$ cat config.mk
export PLATFORM = sky130hd
export DESIGN_NAME = unidade_controle_flat
export DESIGN_NICKNAME = d
export VERILOG_FILES = /design/src/rtl/unidade_controle_if.sv /design/src/rtl/unidade_controle.sv /design/src/flat_wrapper.sv
export SDC_FILE = /design/constraint.sdc
export NUM_CORES = 1
export LEC_CHECK = 0
export CORE_ASPECT_RATIO = 0.75
export CORE_UTILIZATION = 44
export DETAILED_ROUTE_END_ITERATION = 8
export PLACE_DENSITY = 0.75
export SLEW_MARGIN = 10
export SYNTH_ARGS = -nofsm -noshare
export SYNTH_HDL_FRONTEND = slang
export SYNTH_SLANG_ARGS = --single-unit
$ cat constraint.sdc
create_clock -name clk -period 1.9 [get_ports clk]
set_input_delay 0.19 -clock clk [delete_from_list [all_inputs] [get_ports clk]]
set_output_delay 0.19 -clock clk [all_outputs]
set_load 0.05 [all_outputs]
$ cat src/rtl/unidade_controle_if.sv
// Control/status bundle between the accumulator CPU controller and its datapath,
// memory port and I/O port.
interface unidade_controle_if;
  logic [15:0] operacao;
  logic [3:0]  modo;
  logic        flag_n;
  logic        flag_z;
  logic        mem_ack;
  logic        in_valid;
  logic        out_ready;

  logic [1:0]  sel_end;
  logic        carga_rem;
  logic        carga_ri;
  logic        carga_rdm;
  logic        carga_ac;
  logic        carga_pc;
  logic        inc_pc;
  logic [1:0]  sel_ac;
  logic [2:0]  ula_op;
  logic        mem_req;
  logic        mem_we;
  logic        in_req;
  logic        out_valid;
  logic        parado;
  logic        erro;
  logic [3:0]  estado;

  modport master (
    input  operacao, modo, flag_n, flag_z, mem_ack, in_valid, out_ready,
    output sel_end, carga_rem, carga_ri, carga_rdm, carga_ac, carga_pc, inc_pc,
           sel_ac, ula_op, mem_req, mem_we, in_req, out_valid, parado, erro, estado
  );

  modport slave (
    output operacao, modo, flag_n, flag_z, mem_ack, in_valid, out_ready,
    input  sel_end, carga_rem, carga_ri, carga_rdm, carga_ac, carga_pc, inc_pc,
           sel_ac, ula_op, mem_req, mem_we, in_req, out_valid, parado, erro, estado
  );
endinterface

$ cat src/rtl/unidade_controle.sv
// Multicycle control FSM of the 16-bit accumulator CPU: fetch, addressing,
// execute and write-back over a single memory port, with memory-wait timeout.
module unidade_controle #(
  parameter int unsigned TIMEOUT_CICLOS = 16
) (
  input logic                clk,
  input logic                rst_n,
  unidade_controle_if.master bus
);
  typedef enum logic [3:0] {
    BUSCA_END  = 4'd0,
    BUSCA_ESP  = 4'd1,
    CARGA_RI   = 4'd2,
    DECODIFICA = 4'd3,
    IND_END    = 4'd4,
    IND_ESP    = 4'd5,
    OPER_END   = 4'd6,
    OPER_ESP   = 4'd7,
    EXECUTA    = 4'd8,
    ESCREVE    = 4'd9,
    ESPERA_IO  = 4'd10,
    PARADO     = 4'd11,
    ERRO       = 4'd12
  } estado_t;

  localparam int unsigned B_NOP = 15, B_STA = 14, B_LDA = 13, B_ADD = 12, B_SUB = 11;
  localparam int unsigned B_AND = 10, B_OR = 9, B_NOT = 8, B_J = 7, B_JN = 6, B_JZ = 5;
  localparam int unsigned B_IN = 4, B_OUT = 3, B_SHR = 2, B_SHL = 1, B_HLT = 0;
  localparam int unsigned M_DIR = 3, M_IND = 2, M_IM = 1, M_SOP = 0;
  localparam logic [15:0] USA_MODO = 16'h7EE0;
  localparam logic [15:0] SALTOS   = 16'h00E0;
  localparam logic [15:0] COM_IO   = 16'h0018;
  localparam logic [7:0]  LIMITE   = 8'(TIMEOUT_CICLOS - 1);

  estado_t     estado_q, estado_d;
  logic [7:0]  espera_q, espera_d;
  logic [15:0] op;
  logic [3:0]  md;
  logic        em_espera, esgotou, ilegal;

  logic [1:0]  sel_end, sel_ac;
  logic [2:0]  ula_op;
  logic        carga_rem, carga_ri, carga_rdm, carga_ac, carga_pc, inc_pc;
  logic        mem_req, mem_we, in_req, out_valid, parado, erro;

  assign op = bus.operacao;
  assign md = bus.modo;

  always_ff @(posedge clk or negedge rst_n) begin
    if (!rst_n) begin
      estado_q <= BUSCA_END;
      espera_q <= '0;
    end else begin
      estado_q <= estado_d;
      espera_q <= espera_d;
    end
  end

  always_comb begin
    em_espera = estado_q inside {BUSCA_ESP, IND_ESP, OPER_ESP, ESCREVE};
    esgotou   = em_espera && !bus.mem_ack && (espera_q == LIMITE);
    // counter restarts whenever a wait ends, so every wait state is entered with zero
    espera_d  = (em_espera && !bus.mem_ack) ? espera_q + 8'd1 : '0;
    ilegal    = !$onehot(op) || !$onehot(md) || (op[B_STA] && md[M_IM]) ||
                ((|(op & USA_MODO)) && md[M_SOP]);
    estado_d  = estado_q;
    case (estado_q)
      BUSCA_END:  estado_d = BUSCA_ESP;
      BUSCA_ESP:  if (bus.mem_ack) estado_d = CARGA_RI; else if (esgotou) estado_d = ERRO;
      CARGA_RI:   estado_d = DECODIFICA;
      DECODIFICA: begin
        if (ilegal)                 estado_d = ERRO;
        else if (op[B_NOP])         estado_d = BUSCA_END;
        else if (op[B_HLT])         estado_d = PARADO;
        else if (!(|(op & USA_MODO)) || md[M_IM]) estado_d = EXECUTA;
        else if (md[M_IND])         estado_d = IND_END;
        else                        estado_d = OPER_END;
      end
      IND_END:    estado_d = IND_ESP;
      IND_ESP:    if (bus.mem_ack) estado_d = OPER_END; else if (esgotou) estado_d = ERRO;
      OPER_END: begin
        if (|(op & SALTOS))  estado_d = EXECUTA;
        else if (op[B_STA])  estado_d = ESCREVE;
        else                 estado_d = OPER_ESP;
      end
      OPER_ESP:   if (bus.mem_ack) estado_d = EXECUTA; else if (esgotou) estado_d = ERRO;
      EXECUTA:    estado_d = (|(op & COM_IO)) ? ESPERA_IO : BUSCA_END;
      ESCREVE:    if (bus.mem_ack) estado_d = BUSCA_END; else if (esgotou) estado_d = ERRO;
      ESPERA_IO: begin
        if ((op[B_IN] && bus.in_valid) || (op[B_OUT] && bus.out_ready)) estado_d = BUSCA_END;
      end
      PARADO:     estado_d = PARADO;
      ERRO:       estado_d = ERRO;
      default:    estado_d = ERRO;
    endcase
  end

  // Outputs are gated by rst_n so they drop to zero as soon as reset asserts.
  always_comb begin
    sel_end = '0; sel_ac = '0; ula_op = '0;
    carga_rem = 1'b0; carga_ri = 1'b0; carga_rdm = 1'b0; carga_ac = 1'b0;
    carga_pc = 1'b0; inc_pc = 1'b0; mem_req = 1'b0; mem_we = 1'b0;
    in_req = 1'b0; out_valid = 1'b0; parado = 1'b0; erro = 1'b0;
    if (rst_n) begin
      case (estado_q)
        BUSCA_END: carga_rem = 1'b1;
        BUSCA_ESP: begin
          mem_req   = 1'b1;
          carga_rdm = bus.mem_ack;
          inc_pc    = bus.mem_ack;
        end
        CARGA_RI:  carga_ri = 1'b1;
        IND_END: begin
          sel_end   = 2'b01;
          carga_rem = 1'b1;
        end
        IND_ESP, OPER_ESP: begin
          mem_req   = 1'b1;
          carga_rdm = bus.mem_ack;
        end
        OPER_END: begin
          sel_end   = md[M_IND] ? 2'b10 : 2'b01;
          carga_rem = 1'b1;
        end
        EXECUTA: begin
          case (1'b1)
            op[B_LDA]: begin sel_ac = md[M_IM] ? 2'b10 : 2'b01; carga_ac = 1'b1; end
            op[B_ADD]: begin ula_op = 3'd0; carga_ac = 1'b1; end
            op[B_SUB]: begin ula_op = 3'd1; carga_ac = 1'b1; end
            op[B_AND]: begin ula_op = 3'd2; carga_ac = 1'b1; end
            op[B_OR]:  begin ula_op = 3'd3; carga_ac = 1'b1; end
            op[B_NOT]: begin ula_op = 3'd4; carga_ac = 1'b1; end
            op[B_SHR]: begin ula_op = 3'd5; carga_ac = 1'b1; end
            op[B_SHL]: begin ula_op = 3'd6; carga_ac = 1'b1; end
            op[B_J]:   carga_pc = 1'b1;
            op[B_JN]:  carga_pc = bus.flag_n;
            op[B_JZ]:  carga_pc = bus.flag_z;
            default:   ;
          endcase
        end
        ESCREVE: begin
          mem_req = 1'b1;
          mem_we  = 1'b1;
        end
        ESPERA_IO: begin
          if (op[B_IN]) begin
            in_req = 1'b1;
            if (bus.in_valid) begin
              sel_ac   = 2'b11;
              carga_ac = 1'b1;
            end
          end else begin
            out_valid = 1'b1;
          end
        end
        PARADO:  parado = 1'b1;
        ERRO:    erro = 1'b1;
        default: ;
      endcase
    end
  end

  assign bus.sel_end   = sel_end;
  assign bus.carga_rem = carga_rem;
  assign bus.carga_ri  = carga_ri;
  assign bus.carga_rdm = carga_rdm;
  assign bus.carga_ac  = carga_ac;
  assign bus.carga_pc  = carga_pc;
  assign bus.inc_pc    = inc_pc;
  assign bus.sel_ac    = sel_ac;
  assign bus.ula_op    = ula_op;
  assign bus.mem_req   = mem_req;
  assign bus.mem_we    = mem_we;
  assign bus.in_req    = in_req;
  assign bus.out_valid = out_valid;
  assign bus.parado    = parado;
  assign bus.erro      = erro;
  assign bus.estado    = estado_q;
endmodule

$ cat src/flat_wrapper.sv
// flat-port wrapper written by rule: the top's interface ports become plain ports
module unidade_controle_flat 
#(
  parameter int unsigned TIMEOUT_CICLOS = 16
)
  (clk, rst_n, bus_operacao, bus_modo, bus_flag_n, bus_flag_z, bus_mem_ack, bus_in_valid, bus_out_ready, bus_sel_end, bus_carga_rem, bus_carga_ri, bus_carga_rdm, bus_carga_ac, bus_carga_pc, bus_inc_pc, bus_sel_ac, bus_ula_op, bus_mem_req, bus_mem_we, bus_in_req, bus_out_valid, bus_parado, bus_erro, bus_estado);
  unidade_controle_if bus_i ();
  input logic clk;
  input logic rst_n;
  input wire logic [$bits(bus_i.operacao)-1:0] bus_operacao;
  input wire logic [$bits(bus_i.modo)-1:0] bus_modo;
  input wire logic [$bits(bus_i.flag_n)-1:0] bus_flag_n;
  input wire logic [$bits(bus_i.flag_z)-1:0] bus_flag_z;
  input wire logic [$bits(bus_i.mem_ack)-1:0] bus_mem_ack;
  input wire logic [$bits(bus_i.in_valid)-1:0] bus_in_valid;
  input wire logic [$bits(bus_i.out_ready)-1:0] bus_out_ready;
  output wire logic [$bits(bus_i.sel_end)-1:0] bus_sel_end;
  output wire logic [$bits(bus_i.carga_rem)-1:0] bus_carga_rem;
  output wire logic [$bits(bus_i.carga_ri)-1:0] bus_carga_ri;
  output wire logic [$bits(bus_i.carga_rdm)-1:0] bus_carga_rdm;
  output wire logic [$bits(bus_i.carga_ac)-1:0] bus_carga_ac;
  output wire logic [$bits(bus_i.carga_pc)-1:0] bus_carga_pc;
  output wire logic [$bits(bus_i.inc_pc)-1:0] bus_inc_pc;
  output wire logic [$bits(bus_i.sel_ac)-1:0] bus_sel_ac;
  output wire logic [$bits(bus_i.ula_op)-1:0] bus_ula_op;
  output wire logic [$bits(bus_i.mem_req)-1:0] bus_mem_req;
  output wire logic [$bits(bus_i.mem_we)-1:0] bus_mem_we;
  output wire logic [$bits(bus_i.in_req)-1:0] bus_in_req;
  output wire logic [$bits(bus_i.out_valid)-1:0] bus_out_valid;
  output wire logic [$bits(bus_i.parado)-1:0] bus_parado;
  output wire logic [$bits(bus_i.erro)-1:0] bus_erro;
  output wire logic [$bits(bus_i.estado)-1:0] bus_estado;
  assign bus_i.operacao = bus_operacao;
  assign bus_i.modo = bus_modo;
  assign bus_i.flag_n = bus_flag_n;
  assign bus_i.flag_z = bus_flag_z;
  assign bus_i.mem_ack = bus_mem_ack;
  assign bus_i.in_valid = bus_in_valid;
  assign bus_i.out_ready = bus_out_ready;
  assign bus_sel_end = bus_i.sel_end;
  assign bus_carga_rem = bus_i.carga_rem;
  assign bus_carga_ri = bus_i.carga_ri;
  assign bus_carga_rdm = bus_i.carga_rdm;
  assign bus_carga_ac = bus_i.carga_ac;
  assign bus_carga_pc = bus_i.carga_pc;
  assign bus_inc_pc = bus_i.inc_pc;
  assign bus_sel_ac = bus_i.sel_ac;
  assign bus_ula_op = bus_i.ula_op;
  assign bus_mem_req = bus_i.mem_req;
  assign bus_mem_we = bus_i.mem_we;
  assign bus_in_req = bus_i.in_req;
  assign bus_out_valid = bus_i.out_valid;
  assign bus_parado = bus_i.parado;
  assign bus_erro = bus_i.erro;
  assign bus_estado = bus_i.estado;
  unidade_controle #(.TIMEOUT_CICLOS(TIMEOUT_CICLOS)) u_core (.clk(clk), .rst_n(rst_n), .bus(bus_i));
endmodule
* Word-level counts from Yosys, hierarchy flattened
Cells that the tools add are included.
** Storage, ports and cells
- Input bits :: 27
- Logic and storage cells :: 142
- Bits in latches :: 0
- Memories :: 0
- Output and inout bits :: 23
- Memory bits (writable) :: 0
- Bits in registers :: 12
- Bits in read-only memories :: 0
** Operators by class
- Equal/unequal tests :: 16
- $mul :: 0
- Muxes and demuxes :: 82
- Div/mod/pow operators :: 0
- Bitwise gates (word level) :: 0
- Shifts and indexed selects :: 0
- $lt $le $gt $ge :: 0
- $add $sub $neg :: 19
- Reductions and logical operators :: 23
** Operators with widths (number)
- 4-bit 2-to-1 mux :: 13
- 4-bit case mux with 12 select lines :: 1
- 1-bit 2-to-1 mux :: 46
- 5-bit adder :: 7
- 3-bit 2-to-1 mux :: 10
- 1-bit by 1-bit adder with 2-bit output :: 10
- 4-bit equality test, second input constant :: 5
- 4-bit by 3-bit equality test with 1-bit output, second input constant :: 4
- 2-bit 2-to-1 mux :: 8
- 3-bit OR reduction :: 3
- 9-bit OR reduction :: 1
- 8-bit by 1-bit adder with 8-bit output, second input constant :: 1
- 4-bit by 2-bit equality test with 1-bit output, second input constant :: 2
- 8-bit by 4-bit equality test with 1-bit output, second input constant :: 1
- 8-bit 2-to-1 mux :: 1
- 2-bit case mux with 2 select lines :: 2
- 1-bit logical AND :: 6
- 5-bit by 1-bit equality test with 1-bit output, second input constant :: 1
- 1-bit logical OR :: 5
- 4-bit by 1-bit equality test with 1-bit output, second input constant :: 1
- 1-bit zero test :: 4
- 4-bit zero test :: 1
- 4-bit nonzero test :: 1
- 4-bit OR reduction :: 1
- other kinds (5) :: 5

* Longest topological paths before layout
Gate-level depths: netlist of the first run.
- Depth after elaboration :: 13
- Depth in mapped cells :: 17
- Depth with buffers taken out :: 17

* Worst setup path before layout of the first run
No wires, ideal clock.
- Path type :: input to register
- From :: input port bus_operacao[0]
- To :: register u_core.estado_q[2] (netlist: u_core.bus.estado[2])
- Buffers on the path :: 0
- Setup slack :: -2555 ps
- Stages :: 14
- Arrival time :: 4324 ps
- Required time :: 1769 ps
- Setup time :: 131 ps
- Cells stage by stage :: ha_1 inv_1 fa_1 fa_1 fa_1 inv_1 fa_1 ha_1 fa_1 nor4_2 nand3_1 a2111oi_4 a21oi_1 or3_1
** Between the ends
- Cells in the longest elaborated chain, start to end :: 11
- Elaborated cells between the ends (all ways) :: 13
- Those cells by class :: add/sub: 4; eq/ne: 1; mux: 4; reduce/logical: 4
** Ends and longest elaborated chain
- start: declaration :: RTL line flat_wrapper.sv:10 : input wire logic [$bits(bus_i.operacao)-1:0] bus_operacao;
- 1-bit by 1-bit adder with 2-bit output (not written as such) :: RTL line unidade_controle.sv:64 : ilegal = !$onehot(op) || !$onehot(md) || (op[B_STA] && md[M_IM]) ||
- 5-bit adder (not written as such) (3 in a row) :: RTL line unidade_controle.sv:64
- 5-bit by 1-bit equality test with 1-bit output :: RTL line unidade_controle.sv:64
- 1-bit zero test :: RTL line unidade_controle.sv:64
- 1-bit logical OR (3 in a row) :: RTL line unidade_controle.sv:64
- 4-bit 2-to-1 mux (*) :: RTL line unidade_controle.sv:72 : if (ilegal) estado_d = ERRO;
- 4-bit case mux with 12 select lines (*) :: RTL line unidade_controle.sv:67 : case (estado_q)
- end signal: assignment :: RTL line unidade_controle.sv:54 : estado_q <= estado_d;
- end: declaration :: RTL line unidade_controle.sv:35 : estado_t estado_q, estado_d;
Every way passes the cells marked *; elsewhere a longest branch is shown, timed or not.
A chain may end at the register's enable or synchronous reset.

* Final worst setup path of the first run
- From :: input port bus_operacao[6]
- To :: register u_core.estado_q[3] (netlist: u_core.bus.estado[3])
** Between the ends
- Cells in the longest elaborated chain, start to end :: 11
- Elaborated cells between the ends (all ways) :: 20
- Those cells by class :: add/sub: 4; eq/ne: 1; mux: 6; reduce/logical: 9
** Ends and longest elaborated chain (RTL line)
- 1-bit by 1-bit adder with 2-bit output (not written as such) :: unidade_controle.sv:64
- 5-bit adder (not written as such) (3 in a row) :: unidade_controle.sv:64
- 5-bit by 1-bit equality test with 1-bit output :: unidade_controle.sv:64
- 1-bit zero test :: unidade_controle.sv:64
- 1-bit logical OR (3 in a row) :: unidade_controle.sv:64
- 4-bit 2-to-1 mux :: unidade_controle.sv:72
- 4-bit case mux with 12 select lines (*) :: unidade_controle.sv:67
Marks and branches as above.

==> results of run 1 <==
-- layout by cell type, fill, tap and decap left out, drive strengths merged, types with 8 or more instances in the layout --
cell / Yosys / routed
buf: 2 / 75
inv: 28 / 28
nor2: 21 / 21
nand2: 21 / 21
ha: 19 / 19
clkdlybuf4s50: 0 / 14
fa: 12 / 12
dfrtp: 12 / 12
o21ai: 10 / 10
nor3: 8 / 8
a21oi: 8 / 8
-- power breakdown --
part	internal, uW	leakage (uW)	switching [uW]
clock	183	0.0000288	103
sequential	315	0.000157	115
combinational	1070	0.00114	1380
-- worst max-delay path by stage --
stage | from | endpoint | slack [ps] | cells after the start
6_report | bus_operacao[6] | u_core.bus.estado[3]$_DFFE_PN0P_ | -2450 | 15
5_1_grt | bus_operacao[13] | u_core.bus.estado[3]$_DFFE_PN0P_ | -2550 | 18
4_1_cts | bus_operacao[2] | u_core.bus.estado[3]$_DFFE_PN0P_ | -2500 | 15
3_5_place_dp | bus_operacao[12] | u_core.bus.estado[3]$_DFFE_PN0P_ | -3000 | 15
3_3_place_gp | bus_operacao[12] | u_core.bus.estado[3]$_DFFE_PN0P_ | -2820 | 18
2_1_floorplan | bus_operacao[0] | u_core.bus.estado[3]$_DFFE_PN0P_ | -2090 | 14
-- registers in the layout, indices dropped and copies added, names as in the netlist --
name / flops
u_core.bus.estado: 4
u_core.espera_q: 8
-- layout make-up --
cell class,count,area [um2],share of cell area [%]
sequential,12,304,10.0
tap,50,62.6,2.06
multi-input combinational,158,1510,49.7
clock buffer,4,55.1,1.81
timing repair buffer,89,995,32.8
inverter,28,110,3.63
-- stage by stage --
| step | util, % | power, uW | std cells |
|---|---|---|---|
| after global routing | 88.7 | 3300 | 341 |
| final | 88.7 | 3170 | 341 |
| after global placement | 82.8 | 2380 | 330 |
| after floorplan | - | 1730 | 204 |
| after detailed placement | 82.8 | 2480 | 330 |
| after CTS | 84.7 | 2850 | 336 |
-- repair_timing --
action | 4_1_cts | 5_1_grt
pin swaps | 17 | 20
endpoints found under the setup margin | 14 | 16
resized for setup | 66 | 31
hold endpoints to repair | 0 | 0
buffers inserted | 2 | 5
-- logic make-up (layout without fill, tap and decap cells) --
logic type	Yosys count	in the layout	synth area share [%]
AOI/OAI and AO/OA	28	28	11.7
buffers and inverters	34	121	8.36
adders and majority gates	31	31	29.0
xor gates and xnor gates	5	5	2.66
DFF	12	12	18.2
and+or+nand+nor	92	92	28.7
muxes	2	2	1.29
-- worst max-delay path, cell delays in order --
cell and delay, ps:
buf_4 130, ha_4 160, inv_2 60, fa_1 450
fa_1 520, fa_1 520, inv_1 70, fa_1 520
ha_4 200, fa_1 500, nor4_2 190, nand3_1 160
a2111oi_4 290, a21oi_2 130, or3_1 370
-- routing by layer --
metal	global-route usage [%]	vias up	share of wire, %
met5	0	-	0
met1	42.8	939	39
met2	61.8	127	50
li1	-	867	-
met4	14.7	0	4.1
met3	4.53	34	6.9
==> flow_metrics.tcl, run 1 <==
set metrics [dict create \
    outcome "finished, violations left" \
    violations "negative setup slack" \
    cts_buffers 3 \
    drc 0 \
    rsz0062_at_grt "true" \
    hold_depth 4 \
    cap_violations 0 \
    critPathLaunchType "input pin" \
    wl_per_cell_um 19.7 \
    yosysMostFrequentCell "inv_1" \
    fin_crit_sh_pct 229 \
    power_density_nw_per_um2 1040 \
    synth_cell_types 41 \
    dpl.hpwl_mm 4.71 \
    p_leak_uw 0.00133 \
    hold_start "bus_operacao[0]" \
    grt_pass1_wl_mm 9.96 \
    synth_top_cell_area_share_pct 18.2 \
    fp.dieArea_um2 3990 \
    cts_sinks 12 \
    finalWeightedCongestion 0.967 \
    yosysSeqAreaShare_pct 18.2 \
    slew_viol_final 0 \
    root_buffer "clkbuf_8" \
    antennaDiodeCount 0 \
    antenna_found_initial 0 \
    r2r-start "u_core.bus.estado[1]$_DFFE_PN0P_" \
    htreeDepth 1 \
    crit_required_ps 2020 \
    yosysWarnings 0 \
    ant_nets 0 \
    fillers 169 \
    synth-main-ff-cell "dfrtp_1" \
    synth_edf_count 0 \
    placed_area_um2 2840 \
    cts_hold_buffers 0 \
    yosys-top-cells-count "inv_1, nand2_1, nor2_1, ha_1" \
    synth_area_um2 1650 \
    setup_viol 6 \
    worst_ep_arrival_time_ps 4470 \
    start_util_pct 48.1 \
    synth_largest_area_cell "dfrtp_1" \
    synth_area_leaders "dfrtp_1, fa_1, ha_1" \
    r2r_cells 5 \
    syn_nets 262 \
    whs_ps 331 \
    grt_usage_pct 34.4 \
    wl_mm 6.71 \
    die_w_um 72.6 \
    viasPerCell 5.77 \
    drtPass1Iterations 5 \
    fin_skew_ps 3.33 \
    pre_cts_ws_ps -3000 \
    vias 1967 \
    relSlewSlack_pct 75.0 \
    grt_max_degree 16 \
    synthArstFlopShare_pct 100 \
    fin_area_um2 3040 \
    min_period_ps 4350 \
    fin_ws_ps -2450 \
    cts_tree "done" \
    drt_iter0_markers 159 \
    min_path_type "input pin to register" \
    rows 18 \
    synth-seq-cells 12 \
    syn_area_per_cell_um2 8.07 \
    io_buffer_count 49 \
    final.setup.tns_ps -9680 \
    end_kind "register" \
    crit_fanout 2 \
    core_area_um2 3420 \
    die_h_um 55.0 \
    hold_viol_final 0 \
    ff2ff_setup_slack_ps 70 \
    max_freq_ghz 0.230 \
    fin_nets 350 \
    path_class "input pin to register" \
    timing.rr.end "u_core.bus.estado[0]$_DFFE_PN0P_" \
    grt_remaining_overflow 0 \
    clockBufferDepth 2 \
    clk_latency_ps 250 \
    irDropWorstVdd_v 0.000966 \
    grt_pass1_vias 1970 \
    drive_gt1_share_pct 47.8 \
    netlist_instances 204 \
    tightest_slew_ps 372 \
    clk_pin_slew_ps 60 \
    hold_path_end "u_core.bus.estado[0]$_DFFE_PN0P_" \
    area_delta_synth_final_pct 84.4 \
    io_pins 50 \
]
No activity file was read; power rests on OpenSTA's default activity.
==> run 2, diff against run 1 <==
Settings changed: CTS_CLUSTER_SIZE from default to 16.
==> results of run 2 <==
No change in the layout: final DEF, timing and power equal those of run 1.
